### config.mk
export PLATFORM = sky130hd
export DESIGN_NAME = mem_access_unit
export DESIGN_NICKNAME = d
export VERILOG_FILES = /design/src/rtl/mem_access_unit.sv
export SDC_FILE = /design/constraint.sdc
export NUM_CORES = 1
export LEC_CHECK = 0
export ABC_AREA = 0
export BUFFER_PORTS_ARGS = -buffer_cell sky130_fd_sc_hd__buf_2
export CAP_MARGIN = 0
export CORE_MARGIN = 10
export CORE_UTILIZATION = 29
export CTS_CLUSTER_DIAMETER = 30
export DETAILED_ROUTE_END_ITERATION = 12
export GPL_ROUTABILITY_DRIVEN = 0
export GPL_TIMING_DRIVEN = 0
export HOLD_SLACK_MARGIN = 0.03
export MAX_ROUTING_LAYER = met4
export PLACE_DENSITY = 0.62
export SYNTH_ARGS = -nofsm -noshare
export SYNTH_HDL_FRONTEND = slang
export SYNTH_SLANG_ARGS = --single-unit
### constraint.sdc
create_clock -name clk -period 4 [get_ports clk]
set_input_delay 0.2 -clock clk [delete_from_list [all_inputs] [get_ports clk]]
set_output_delay 0.2 -clock clk [all_outputs]
set_load 0.03 [all_outputs]
### src/rtl/mem_access_unit.sv
`default_nettype none
// ============================================================================
// Module      : mem_access_unit
// Description : MEM-stage data-memory access unit. Converts EX/MEM load/store
//               controls into a req/ack transaction on the data-memory port,
//               stalls the pipeline (busywait) until the access completes and
//               returns sign/zero-extended load data to MEM/WB.
// Revision    : 1.0 - initial release
// ----------------------------------------------------------------------------
// Parameters
//   TIMEOUT      max REQ cycles awaiting mem_ack before abort with err
//                (0 = wait forever)
// Optional feature
//   MEM_MISALIGN_TRAP_EN  defined: misaligned LH/LHU/SH/LW/SW issue no
//                         request and pulse err. Undefined: low address bits
//                         are ignored (forced aligned).
// Ports
//   clk, reset          clock (rising edge), async active-high reset
//   IN_mem_read/write   load / store request from EX/MEM
//   IN_func3            RV32 funct3 (size / signedness)
//   IN_addr, IN_wdata   byte address, store data
//   busywait            pipeline stall
//   load_data           formatted load result (valid in DONE)
//   err                 1-cycle pulse on timeout / misaligned trap
//   mem_req/we/addr/byteen/wdata, mem_rdata, mem_ack   memory port
// ============================================================================
module mem_access_unit #(
  parameter int TIMEOUT = 255
) (
  input  logic        clk,
  input  logic        reset,
  input  logic        IN_mem_read,
  input  logic        IN_mem_write,
  input  logic [2:0]  IN_func3,
  input  logic [31:0] IN_addr,
  input  logic [31:0] IN_wdata,
  output logic        busywait,
  output logic [31:0] load_data,
  output logic        err,
  output logic        mem_req,
  output logic        mem_we,
  output logic [29:0] mem_addr,
  output logic [3:0]  mem_byteen,
  output logic [31:0] mem_wdata,
  input  logic [31:0] mem_rdata,
  input  logic        mem_ack
);

  localparam int CNT_W = (TIMEOUT < 2) ? 1 : $clog2(TIMEOUT + 1);

  typedef enum logic [1:0] {
    IDLE = 2'd0,
    REQ  = 2'd1,
    DONE = 2'd2
  } state_t;

  state_t             state, state_next;
  logic [CNT_W-1:0]   cnt;
  logic [2:0]         func3_q;
  logic [1:0]         lane_q;
  logic               busy_c;

  // ---------------- request decode (IDLE-side inputs) ----------------
  logic        req_any;
  logic        is_byte, is_half, is_word;
  logic        misalign;
  logic [3:0]  byteen_in;
  logic [31:0] wdata_in;

  assign req_any = IN_mem_read | IN_mem_write;
  assign is_byte = (IN_func3[1:0] == 2'b00);
  assign is_half = (IN_func3[1:0] == 2'b01);
  assign is_word = (IN_func3 == 3'b010);

`ifdef MEM_MISALIGN_TRAP_EN
  assign misalign = (is_half & IN_addr[0]) | (is_word & (IN_addr[1:0] != 2'b00));
`else
  assign misalign = 1'b0;
`endif

  // Only addr[1] feeds the halfword lane and words always use all lanes,
  // so unused low address bits are effectively forced aligned.
  always_comb begin
    byteen_in = 4'hF;
    wdata_in  = IN_wdata;
    if (IN_mem_write) begin
      if (is_byte) begin
        byteen_in = 4'b0001 << IN_addr[1:0];
        wdata_in  = {4{IN_wdata[7:0]}};
      end else if (is_half) begin
        byteen_in = 4'b0011 << {IN_addr[1], 1'b0};
        wdata_in  = {2{IN_wdata[15:0]}};
      end
    end
  end

  // ---------------- timeout ----------------
  logic timeout_hit;
  assign timeout_hit = (TIMEOUT != 0) && (cnt == CNT_W'(TIMEOUT - 1)) && !mem_ack;

  // ---------------- load formatting ----------------
  logic [31:0] rdata_shift;
  logic [7:0]  byte_sel;
  logic [15:0] half_sel;
  logic [31:0] load_fmt;

  assign rdata_shift = mem_rdata >> {lane_q, 3'b000};
  assign byte_sel    = rdata_shift[7:0];
  assign half_sel    = lane_q[1] ? mem_rdata[31:16] : mem_rdata[15:0];

  always_comb begin
    load_fmt = mem_rdata;
    case (func3_q)
      3'b000:  load_fmt = {{24{byte_sel[7]}}, byte_sel};
      3'b100:  load_fmt = {24'h0, byte_sel};
      3'b001:  load_fmt = {{16{half_sel[15]}}, half_sel};
      3'b101:  load_fmt = {16'h0, half_sel};
      default: load_fmt = mem_rdata;
    endcase
  end

  // ---------------- FSM ----------------
  always_ff @(posedge clk or posedge reset) begin
    if (reset) state <= IDLE;
    else       state <= state_next;
  end

  always_comb begin
    state_next = state;
    busy_c     = 1'b0;
    case (state)
      IDLE: begin
        // Combinational so EX/MEM sees the stall in the same cycle.
        busy_c = req_any;
        if (req_any) state_next = misalign ? DONE : REQ;
      end
      REQ: begin
        busy_c = 1'b1;
        if (mem_ack || timeout_hit) state_next = DONE;
      end
      DONE:    state_next = IDLE;
      default: state_next = IDLE;
    endcase
  end

  // Reset also masks the combinational stall so all outputs read 0 in reset.
  assign busywait = busy_c & ~reset;
  assign mem_req  = (state == REQ);

  // ---------------- datapath registers ----------------
  always_ff @(posedge clk or posedge reset) begin
    if (reset) begin
      cnt        <= '0;
      func3_q    <= 3'b000;
      lane_q     <= 2'b00;
      mem_we     <= 1'b0;
      mem_addr   <= 30'h0;
      mem_byteen <= 4'h0;
      mem_wdata  <= 32'h0;
      load_data  <= 32'h0;
      err        <= 1'b0;
    end else begin
      err <= 1'b0;
      case (state)
        IDLE: begin
          cnt <= '0;
          if (req_any) begin
            func3_q    <= IN_func3;
            lane_q     <= IN_addr[1:0];
            mem_we     <= IN_mem_write;
            mem_addr   <= IN_addr[31:2];
            mem_byteen <= byteen_in;
            mem_wdata  <= wdata_in;
            if (misalign) begin
              err       <= 1'b1;
              load_data <= 32'h0;
            end
          end
        end
        REQ: begin
          cnt <= cnt + 1'b1;
          if (mem_ack) begin
            if (!mem_we) load_data <= load_fmt;
          end else if (timeout_hit) begin
            err       <= 1'b1;
            load_data <= 32'h0;
          end
        end
        default: ;
      endcase
    end
  end

endmodule
`default_nettype wire

==> metrics.txt <==
Initial Util 0.297; CTS Hold Bufs 40; synth top area cells dfrtp_1 53%, nand2_1 12%, mux2i_1 5.2%; initial antenna violation count 0; P_sw a little over 3 mW; post-synthesis register bit count between 100 and 150; most common cell after layout, fill and taps aside buf_2; CTS resizes 0; design area about 8000 sq um; Setup Buffers After CTS 0; Placed Area 6740 sq um; Worst Hold Class in -> reg; met2 Use GR 0.234; Hold Fails Final Rpt 0; Antenna Violating Nets Remaining 0; Netlist cell types 48; Critical Path Start state[0]; die height between 150 and 200 um; skew final between 5 and 6 ps; Core Util, Final 0.431; Pleak 3.90 nW; Worst Path Max Fanout 10; num ports just over 200; Max Root-Sink Buffers 2; r2r startpoint state[0]; Clock power frac 0.252; drc violations 0; Post-Synthesis Cells about 550; Synth Area per Inst about 9.9 sq um; logic gate share of total power 0.460; crit path DAT roughly 2300 ps; Iter 0 DRT Violations 245; Seq pwr share 0.289; area grow syn2layout 44.8%; Cell Area, Synth ~5400 sq um; n_diodes 0; syn_nets 652; DR vias about 5000; top_reg_cell synth dfrtp_1; vias in the first global route 5288; cts bufs inserted 17; site row count around 50; grt met3 use 0.0529; area leader, netlist dfrtp_1; Post-synth EDFFs 0; first-pass GRT wire length approximately 29 mm; final setup violating endpoints 0; Final #Nets about 920; clk root buf clkbuf_16; clk sinks about 120; most frequent cells in the layout 215 x buf_2, 170 x nand2_1, 115 x dfrtp_1; Vias per Instance between 4 and 5; CP endpoint kind flip-flop; final WL roughly 19 mm; clock period minus worst slack just under 2000 ps; Peak VDD IR a little over 0.4 mV; H-tree levels 4; CTS tree yes; clk_lat worst skew 410 ps; Die W roughly 160 um; post-synthesis sequential area ratio 0.533; GRT busiest layer met2; Max Slew Vio Count 0; HP Start mem_rdata[21]; Yosys top cell area share 0.533; cell internal pwr 3.88 mW; Die Area ~24000 sq um; largest net degree at the start of global routing 62; clock slew at reported path FFs ~50 ps; Ys Warns 0; HPWL after DPL 14.0 mm; worst endpoint required time 4300 ps; input/output buffers 205; ys async rst share 1.00; WS Path Type reg -> reg; Fmax a little over 500 MHz; Rel. slew slack 0.441; total grt overflow 0; first-pass iteration count of the detailed router 5; Min Hold Slack 54.0 ps; DR WL/cell 17.8 um; Sw Ratio 0.437; GRT Util Overall 0.155; proportion of layout cells with a drive suffix above 1 0.333; MaxCap Viol Count 0; Setup TNS 0 ps; total core area about 18000 sq um; M1 GR Usage 0.189; PD cells 883 nW/um^2; period utilization 0.493; unrepaired setup endpoints after global routing false; outcome finished clean; type of origin of the critical path flip-flop; Worst Tran Pin Value ~830 ps
[flip-flops by register name (all words and copies together) (netlist names), 2 cells and up]
| name | count |
|---|---|
| mem_byteen | 4 |
| state | 2 |
| mem_wdata | 32 |
| cnt | 8 |
| func3_q | 3 |
| lane_q | 2 |
| load_data | 32 |
| mem_addr | 30 |
[cell usage after synthesis (6+ instances only)]
library cell / instances
a22o_1: 11
o22a_1: 7
nor3_1: 9
nor2_1: 10
o21ai_0: 21
a21oi_1: 11
o21ai_1: 26
a221o_1: 16
mux2_2: 9
buf_2: 10
or3b_1: 6
mux2i_1: 28
nand2_1: 170
dfrtp_1: 115
clkbuf_1: 16
[worst max-delay path, stage by stage, from the launching register on]
cell      delay, ps
dfrtp_1         370
buf_6           140
nor2_2          290
o21ai_1         380
clkbuf_1        430
nand2_1         170
nand2_1          70
[metrics by stage]
| stage | setup WS (ps) | total power, mW | std cells |
|---|---|---|---|
| floorplan | 756 | 4.13 | 546 |
| global placement | -833 | 5.13 | 980 |
| detailed placement | 1980 | 5.17 | 981 |
| CTS | 1960 | 6.97 | 1053 |
| global route | 1860 | 7.31 | 1053 |
| finish | 2030 | 6.90 | 1053 |
[power groups by stage]
stage | logic [mW] | registers (mW) | clock network [mW]
floorplan | 1.22 | 2.91 | 0
global placement | 3.15 | 1.98 | 0
detailed placement | 3.18 | 1.99 | 0
CTS | 3.21 | 1.99 | 1.77
global route | 3.44 | 2.06 | 1.82
finish | 3.17 | 1.99 | 1.74
[layout make-up]
| class | instances | area [sq um] |
|---|---|---|
| fillers | 1767 | 10300 |
| clock inverters | 9 | 173 |
| plain buffers | 35 | 189 |
| flip-flops and latches | 115 | 2880 |
| clock buffers | 23 | 498 |
| repair buffers | 246 | 1450 |
| multi-input cells | 390 | 2310 |
| inverters | 6 | 27.5 |
| well taps | 229 | 287 |
[path summary, 6_finish.rpt]
check	slack, ps	cells after the start	end
worst max-delay path	2030	6	mem_wdata[1]
worst min-delay path	50	2	load_data[21]
worst max register to register	2030	6	mem_wdata[1]
worst min register to register	470	2	mem_addr[24]
max in group asynchronous	2910	4	mem_addr[19]
min in group asynchronous	400	3	mem_wdata[2]
[per-layer routing]
| layer | part of all wire | vias up |
|---|---|---|
| met1 | 0.45 | 2372 |
| met4 | 0.015 | 0 |
| met5 | 0 | - |
| li1 | - | 2434 |
| met2 | 0.45 | 195 |
| met3 | 0.086 | 22 |
[logic make-up (layout without fill, tap and decap cells)]
family	Yosys count	count (layout)	synth area share
xor gates and xnor gates	2	2	0.00325
DFF	115	115	0.533
and+or+nand+nor	231	231	0.197
AOI/OAI and AO/OA	115	115	0.146
buffers and inverters	41	319	0.0392
adders and majority gates	2	2	0.00464
muxes	40	40	0.0770
(Power assumes the default switching activity.)
